**src/rtl/ram_port_arbiter.sv**
```systemverilog
// Shares the single-port RAM between BIOS loader (B), CPU fetch (I)
// and CPU load/store (D); B owns RAM before boot, I/D round-robin after.
module ram_port_arbiter #(
  parameter int ADDR_WIDTH = 32,
  parameter int DATA_WIDTH = 32,
  parameter int MEM_BYTES  = 16384
) (
  input  logic                    clk,
  input  logic                    rst,
  input  logic                    booted,
  input  logic                    b_req,
  input  logic                    b_we,
  input  logic [DATA_WIDTH/8-1:0] b_be,
  input  logic [ADDR_WIDTH-1:0]   b_addr,
  input  logic [DATA_WIDTH-1:0]   b_wdata,
  output logic                    b_gnt,
  output logic                    b_rvalid,
  output logic [DATA_WIDTH-1:0]   b_rdata,
  output logic                    b_err,
  input  logic                    i_req,
  input  logic                    i_we,
  input  logic [DATA_WIDTH/8-1:0] i_be,
  input  logic [ADDR_WIDTH-1:0]   i_addr,
  input  logic [DATA_WIDTH-1:0]   i_wdata,
  output logic                    i_gnt,
  output logic                    i_rvalid,
  output logic [DATA_WIDTH-1:0]   i_rdata,
  output logic                    i_err,
  input  logic                    d_req,
  input  logic                    d_we,
  input  logic [DATA_WIDTH/8-1:0] d_be,
  input  logic [ADDR_WIDTH-1:0]   d_addr,
  input  logic [DATA_WIDTH-1:0]   d_wdata,
  output logic                    d_gnt,
  output logic                    d_rvalid,
  output logic [DATA_WIDTH-1:0]   d_rdata,
  output logic                    d_err,
  output logic                    ram_en,
  output logic                    ram_we,
  output logic [DATA_WIDTH/8-1:0] ram_be,
  output logic [ADDR_WIDTH-3:0]   ram_addr,
  output logic [DATA_WIDTH-1:0]   ram_wdata,
  input  logic [DATA_WIDTH-1:0]   ram_rdata,
  output logic [15:0]             o_conflict_cnt
);

  localparam int BW = DATA_WIDTH / 8;
  localparam logic [ADDR_WIDTH-1:0] LIMIT = ADDR_WIDTH'(MEM_BYTES);

  typedef enum logic [1:0] {
    P_NONE,
    P_B,
    P_I,
    P_D
  } port_e;

  port_e                 w_sel;
  port_e                 r_tag_port;
  logic                  r_tag_we;
  logic                  r_tag_oor;
  logic                  r_last_i;
  logic [15:0]           r_cnt;
  logic [DATA_WIDTH-1:0] r_b_hold;
  logic [DATA_WIDTH-1:0] r_i_hold;
  logic [DATA_WIDTH-1:0] r_d_hold;

  logic                  w_b_elig;
  logic                  w_i_elig;
  logic                  w_d_elig;
  logic                  w_we;
  logic [BW-1:0]         w_be;
  logic [ADDR_WIDTH-1:0] w_addr;
  logic [DATA_WIDTH-1:0] w_wdata;
  logic                  w_gnt;
  logic                  w_inr;
  logic                  w_rsp_rd;
  logic                  w_rsp_err;
  logic [DATA_WIDTH-1:0] w_rsp_val;

  assign w_b_elig = b_req & ~booted;
  assign w_i_elig = i_req & booted;
  assign w_d_elig = d_req & booted;

  // r_last_i=0 means D won last, so I takes the next tie
  always_comb begin
    w_sel = P_NONE;
    if (rst)
      w_sel = P_NONE;
    else if (w_b_elig)
      w_sel = P_B;
    else if (w_i_elig && w_d_elig)
      w_sel = r_last_i ? P_D : P_I;
    else if (w_i_elig)
      w_sel = P_I;
    else if (w_d_elig)
      w_sel = P_D;
  end

  always_comb begin
    w_we    = 1'b0;
    w_be    = '0;
    w_addr  = b_addr;
    w_wdata = b_wdata;
    case (w_sel)
      P_B: begin
        w_we    = b_we;
        w_be    = b_be;
        w_addr  = b_addr;
        w_wdata = b_wdata;
      end
      P_I: begin
        w_we    = i_we;
        w_be    = i_be;
        w_addr  = i_addr;
        w_wdata = i_wdata;
      end
      P_D: begin
        w_we    = d_we;
        w_be    = d_be;
        w_addr  = d_addr;
        w_wdata = d_wdata;
      end
      default: ;
    endcase
  end

  assign w_gnt = (w_sel != P_NONE);
  assign w_inr = (w_addr < LIMIT);

  assign b_gnt = (w_sel == P_B);
  assign i_gnt = (w_sel == P_I);
  assign d_gnt = (w_sel == P_D);

  assign ram_en    = w_gnt & w_inr;
  assign ram_we    = w_we;
  assign ram_be    = w_be;
  assign ram_addr  = w_addr[ADDR_WIDTH-1:2];
  assign ram_wdata = w_wdata;

  always_ff @(posedge clk) begin
    if (rst) begin
      r_tag_port <= P_NONE;
      r_tag_we   <= 1'b0;
      r_tag_oor  <= 1'b0;
    end else begin
      r_tag_port <= w_sel;
      r_tag_we   <= w_we;
      r_tag_oor  <= ~w_inr;
    end
  end

  always_ff @(posedge clk) begin
    if (rst)
      r_last_i <= 1'b0;
    else if (w_sel == P_I)
      r_last_i <= 1'b1;
    else if (w_sel == P_D)
      r_last_i <= 1'b0;
  end

  always_ff @(posedge clk) begin
    if (rst)
      r_cnt <= '0;
    else if (i_req && d_req && booted && r_cnt != 16'hFFFF)
      r_cnt <= r_cnt + 16'd1;
  end

  assign o_conflict_cnt = r_cnt;

  // Responses are masked while rst is high so in-flight reads vanish
  assign w_rsp_rd  = ~rst & ~r_tag_we;
  assign w_rsp_err = ~rst & r_tag_oor;
  assign w_rsp_val = r_tag_oor ? '0 : ram_rdata;

  assign b_rvalid = w_rsp_rd & (r_tag_port == P_B);
  assign i_rvalid = w_rsp_rd & (r_tag_port == P_I);
  assign d_rvalid = w_rsp_rd & (r_tag_port == P_D);

  assign b_err = w_rsp_err & (r_tag_port == P_B);
  assign i_err = w_rsp_err & (r_tag_port == P_I);
  assign d_err = w_rsp_err & (r_tag_port == P_D);

  assign b_rdata = b_rvalid ? w_rsp_val : r_b_hold;
  assign i_rdata = i_rvalid ? w_rsp_val : r_i_hold;
  assign d_rdata = d_rvalid ? w_rsp_val : r_d_hold;

  always_ff @(posedge clk) begin
    if (rst) begin
      r_b_hold <= '0;
      r_i_hold <= '0;
      r_d_hold <= '0;
    end else begin
      if (b_rvalid) r_b_hold <= w_rsp_val;
      if (i_rvalid) r_i_hold <= w_rsp_val;
      if (d_rvalid) r_d_hold <= w_rsp_val;
    end
  end

endmodule

```
**config.mk**
```make
export PLATFORM = sky130hd
export DESIGN_NAME = ram_port_arbiter
export DESIGN_NICKNAME = d
export VERILOG_FILES = /design/src/rtl/ram_port_arbiter.sv
export SDC_FILE = /design/constraint.sdc
export NUM_CORES = 1
export LEC_CHECK = 0
export ABC_AREA = 1
export CORE_AREA = 2 2 167 169
export DETAILED_ROUTE_END_ITERATION = 16
export DIE_AREA = 0 0 169 171
export PLACE_DENSITY = 0.7
export SYNTH_ARGS = -nofsm -noshare
export SYNTH_HDL_FRONTEND = slang
export SYNTH_SLANG_ARGS = --single-unit
```
**constraint.sdc**
```tcl
create_clock -name clk -period 6.5 [get_ports clk]
set_input_delay 1.95 -clock clk [delete_from_list [all_inputs] [get_ports clk]]
set_output_delay 1.95 -clock clk [all_outputs]
set_load 0.05 [all_outputs]
```
Word-level counts from Yosys, hierarchy flattened
Index checks and enable logic that the tools add are counted.
{"block": "classes", "add_sub_neg": 1, "mul": 0, "div_mod_pow": 0, "magnitude_cmp": 1, "eq_ne": 7, "shift": 0, "muxes": 16, "bitwise_logic": 16, "n_reduce_logical": 6}
{"op": "two-way mux 32 bit", "n": 4}
{"op": "case mux 32 bit (2 select lines)", "n": 2}
{"op": "< comparator 32 x 15 -> 1 bit, second input constant", "n": 1}
{"op": "adder 16 x 1 -> 16 bit, second input constant", "n": 1}
{"op": "!= test 16 bit, second input constant", "n": 1}
{"op": "AND 1 bit", "n": 12}
{"op": "case mux 4 bit (3 select lines)", "n": 1}
{"op": "two-way mux 2 bit", "n": 5}
{"op": "== test 2 bit, second input constant", "n": 4}
{"op": "== test 2 x 1 -> 1 bit, second input constant", "n": 2}
{"op": "logical AND 1 bit", "n": 4}
{"op": "NOT 1 bit", "n": 4}
{"op": "nonzero test 2 bit", "n": 2}
{"op": "two-way mux 1 bit", "n": 3}
{"op": "case mux 1 bit (3 select lines)", "n": 1}
{"block": "word_totals", "reg_bits": 117, "latch_bits": 0, "ramBits": 0, "rom_bits": 0, "inputBits": 245, "out_inout_bits": 189, "word_cells": 55, "mem_count": 0}

Logic depth before layout (Yosys ltp)
{"block": "depth", "word_depth": 10, "depth_mapped": 13, "mapped_depth_nobuf": 13}

Worst setup path before layout
Ideal clock, no wire load.
{"block": "synth_timing", "path_kind": "input to output", "from": "input port rst", "to": "output port ram_en", "t_arrival_ns": 3.859, "required_ns": 4.550, "slack_ns": 0.691, "cell_stages": 12, "path_buffers": 1, "path_cell_list": "buf_4 > inv_2 > nand2_8 > inv_4 > nand2_2 > clkinv_2 > nand2_1 > nand3_1 > or2_1 > nor2_1 > nand2_1 > nor2_2"}
{"block": "synth_between", "elab_chain_cells": 5, "elab_cells_between_ends": 7, "cone_classes": "order compare: 1; eq/ne: 2; mux: 2; bitwise: 1; reduce/logical: 1"}
{"item": "start, declared", "line": "9", "source": "input logic rst,"}
{"item": "two-way mux 2 bit (*)", "line": "87", "source": "if (rst)"}
{"item": "== test 2 bit", "line": "104", "source": "case (w_sel)"}
{"item": "case mux 32 bit (2 select lines) (*)", "line": "104"}
{"item": "net ram_addr[24]", "line": "41", "source": "output logic [ADDR_WIDTH-3:0] ram_addr,"}
{"item": "< comparator 32 x 15 -> 1 bit (*)", "line": "128", "source": "assign w_inr = (w_addr < LIMIT);"}
{"item": "AND 1 bit (*)", "line": "134", "source": "assign ram_en = w_gnt & w_inr;"}
{"item": "end, declared", "line": "38", "source": "output logic ram_en,"}
The timed path passes the listed nets; every way through them passes the cells marked *.

Worst setup path after layout
{"block": "layout_timing", "from": "input port booted", "to": "output port ram_we"}
{"block": "layout_between", "elab_chain_cells": 8, "elab_cells_between_ends": 14, "cone_classes": "eq/ne: 3; mux: 6; bitwise: 4; reduce/logical: 1"}
{"item": "start, declared", "line": "10", "source": "input logic booted,"}
{"item": "AND 1 bit", "line": "82", "source": "assign w_d_elig = d_req & booted;"}
{"item": "two-way mux 2 bit", "line": "95", "source": "else if (w_d_elig)"}
{"item": "two-way mux 2 bit", "line": "93", "source": "else if (w_i_elig)"}
{"item": "two-way mux 2 bit", "line": "91", "source": "else if (w_i_elig && w_d_elig)"}
{"item": "two-way mux 2 bit (*)", "line": "89", "source": "else if (w_b_elig)"}
{"item": "two-way mux 2 bit (*)", "line": "87"}
{"item": "== test 2 bit / == test 2 x 1 -> 1 bit (equally long branches)", "line": "104"}
{"item": "case mux 1 bit (3 select lines) (*)", "line": "104"}
{"item": "end, declared", "line": "39", "source": "output logic ram_we,"}
Mark *: on every way between the ends. The rest lies on a longest branch, timed or not.

==> qor.yml <==
status: "finished, final reports clean"
synth-simple-area-share_pct: 35.4
die_w_um: 169
via_per_inst: 4.45
cts_hold_buf: 0
setup_violations: 0
syn_nets: 1243
layout_setup_ws_ps: 374
yosys-mux-area-fraction_pct: 0
synth_most_common_cell: "nand2_1"
htree_levels: 4
place_ws_ps: 309
path_clk_slew_ps: 60
synth.area.top_cells: "dfxtp_1, nand2_1, or2_2"
cts_resized: 0
crit_required_ps: 4550
worstSetupStartpointType: "primary input"
tightest_slew_ps: 1210
antenna_found_initial: 6
fill_cells: 2642
synth_compound_area_share_pct: 14.7
r2r_slack_ps: 4560
rsz0062_at_grt: "false"
fin_nets: 1657
synth_top_area_share_pct: 36.0
drt_wl_total_um: 30200
max_freq_mhz: 163
syn_inst: 997
p_leak_uw: 0.00664
dp_hpwl_um: 24100
yosys_warnings: 0
first_global_vias: 7662
grt_pass1_wl_um: 44300
synth_commonest_cells: "nand2_1, inv_1, nor2_1, dfxtp_1, or2_2"
finalCritPeriodShare_pct: 94.2
yosys.area_share.adder_pct: 0.193
post_cts_buffers: 0
hp-class: "reg2reg"
syn_avg_cell_area_um2: 6.52
port_buffers: 427
areaGrowthSynthToFinish_pct: 100
yosys.area.top_type: "dfxtp_1"
num_io_pins: 434
synth_seq_area_share_pct: 36.0
clock_path_buffers: 2
cts_tree: "built"
crit_start: "booted"
cts.sinks: 117
num_vias: 7890
dieArea_um2: 28900
drc: 0
crit_type: "in2out"
numCtsBuffers: 17
insertion_delay_ps: 410
grt_max_degree: 64
worstSetupEndpointType: "output pin"
synth_seq_cells: 117
synthArstFlopShare_pct: 0
cts-root-buf: "clkbuf_16"
synth-xor-area-share_pct: 0.270
relSlewSlack_pct: 19.2
gp_congestion: 0.923
hold_viol: 0
initial_core_util_pct: 23.8
drt_iter0_markers: 472
grt_use_total_pct: 20.2
fp.dieH_um: 171
r2r-start: "r_tag_port[1]"
maxSlewViolCount: 0
hold_depth: 2
finalSetupTns_ps: 0
ys.flop_type: "dfxtp_1"
grt_remaining_overflow: 0
rows: 61
crit-reg2reg-capture: "r_d_hold[13]"
syn_area_um2: 6500
synth_cell_types: 38
drt_first_pass_iters: 5
p_per_area_nw_per_um2: 215
synth_top_family_by_area: "simple AND/OR/NAND/NOR gates"
crit_end: "ram_we"
wl_per_cell_um: 17.0
fp.coreArea_um2: 27300
final_layout_size_suffix_gt1_share_pct: 24.2
maxCapViolCount: 0
fin_crit_ps: 6130
synth_edf_count: 0
antenna_left: 0
ir_worst_vdd_mv: 0.113
cp.arrival_ps: 4180
crit_fanout: 25
skew_ps: 8.58
ff2ff_path_depth: 5
==> layout make-up <==
cell class	instances	area, µm²	share of cell area (%)
diodes	5	12.5	0.0961
clock buffers	23	488	3.75
clock inverters	8	146	1.12
inverters	163	616	4.73
multi-input cells	663	3300	25.4
flip-flops and latches	117	2340	18.0
well taps	346	433	3.32
repair buffers	449	5680	43.6
==> power breakdown <==
part | switching, µW | internal (µW) | total, µW
registers | 6.48 | 743 | 749
clock network | 321 | 680 | 1000
logic | 558 | 489 | 1050
total | 886 | 1910 | 2800
==> cells by family (layout without fill, tap and decap cells) <==
| kind of cell | after synthesis | after routing |
|---|---|---|
| adders and majority gates | 1 | 1 |
| xor gates and xnor gates | 2 | 2 |
| and+or+nand+nor | 494 | 494 |
| AOI/OAI and AO/OA | 166 | 166 |
| other | 0 | 5 |
| buffers and inverters | 217 | 643 |
| DFF | 117 | 117 |
==> worst min-delay path by stage <==
stage | startpoint | slack [ps] | end
after floorplan | r_last_i | 490 | r_last_i
after global placement | o_conflict_cnt[15] | 470 | o_conflict_cnt[15]
after detailed placement | o_conflict_cnt[14] | 470 | o_conflict_cnt[15]
after CTS | o_conflict_cnt[14] | 480 | o_conflict_cnt[15]
after global routing | o_conflict_cnt[14] | 500 | o_conflict_cnt[15]
final | o_conflict_cnt[14] | 470 | o_conflict_cnt[15]
==> cells in the final DEF (no fill, tap or decap), types with 3 or more instances in the layout <==
master	n
clkbuf_16	17
nor2_1	135
nor3_1	8
a22oi_1	46
nand2_2	4
dfxtp_1	117
bufinv_16	4
clkinv_2	3
nand3_1	26
diode_2	5
or2_2	96
nand3_2	12
buf_4	57
o21ai_0	87
o21ai_1	17
inv_1	158
clkdlybuf4s50_1	259
inv_2	3
clkbuf_8	4
buf_12	133
a21oi_1	11
nand2_1	196
==> critical path: stages <==
cell             delay, ps
clkdlybuf4s50_1        530
nand2_2                110
nand2_4                100
nand2_8                100
inv_4                  220
nand2_2                120
clkinv_2                90
buf_4                  290
a22oi_1                200
buf_4                  180
nand2_1                 90
buf_12                 140
==> routing by layer <==
layer	GRT usage [%]	part of all wire, %	routed length, µm	vias up
met4	7.47	2.8	852	6
met5	0	0.15	44	-
li1	-	-	-	3917
met3	6.18	7.2	2170	52
met2	35.4	50	15200	295
met1	23.1	40	12000	3620
==> sequential cells by signal, indices dropped and copies added, names as in the netlist <==
name,count
r_b_hold,32
r_d_hold,32
r_i_hold,32
o_conflict_cnt,16
r_tag_port,2
r_last_i,1
r_tag_oor,1
r_tag_we,1
==> per-stage QoR <==
stage	area, µm²	hold WS [ps]	utilization [%]	total power [µW]	instances
2_1_floorplan	6500	490	-	1240	997
3_3_place_gp	12400	467	45.3	1810	1738
3_5_place_dp	12400	472	45.3	1810	1738
4_1_cts	13000	478	47.6	2820	1769
5_1_grt	13000	502	47.6	2900	1771
6_report	13000	471	47.7	2800	1774
No activity file was read; power rests on OpenSTA's default activity.
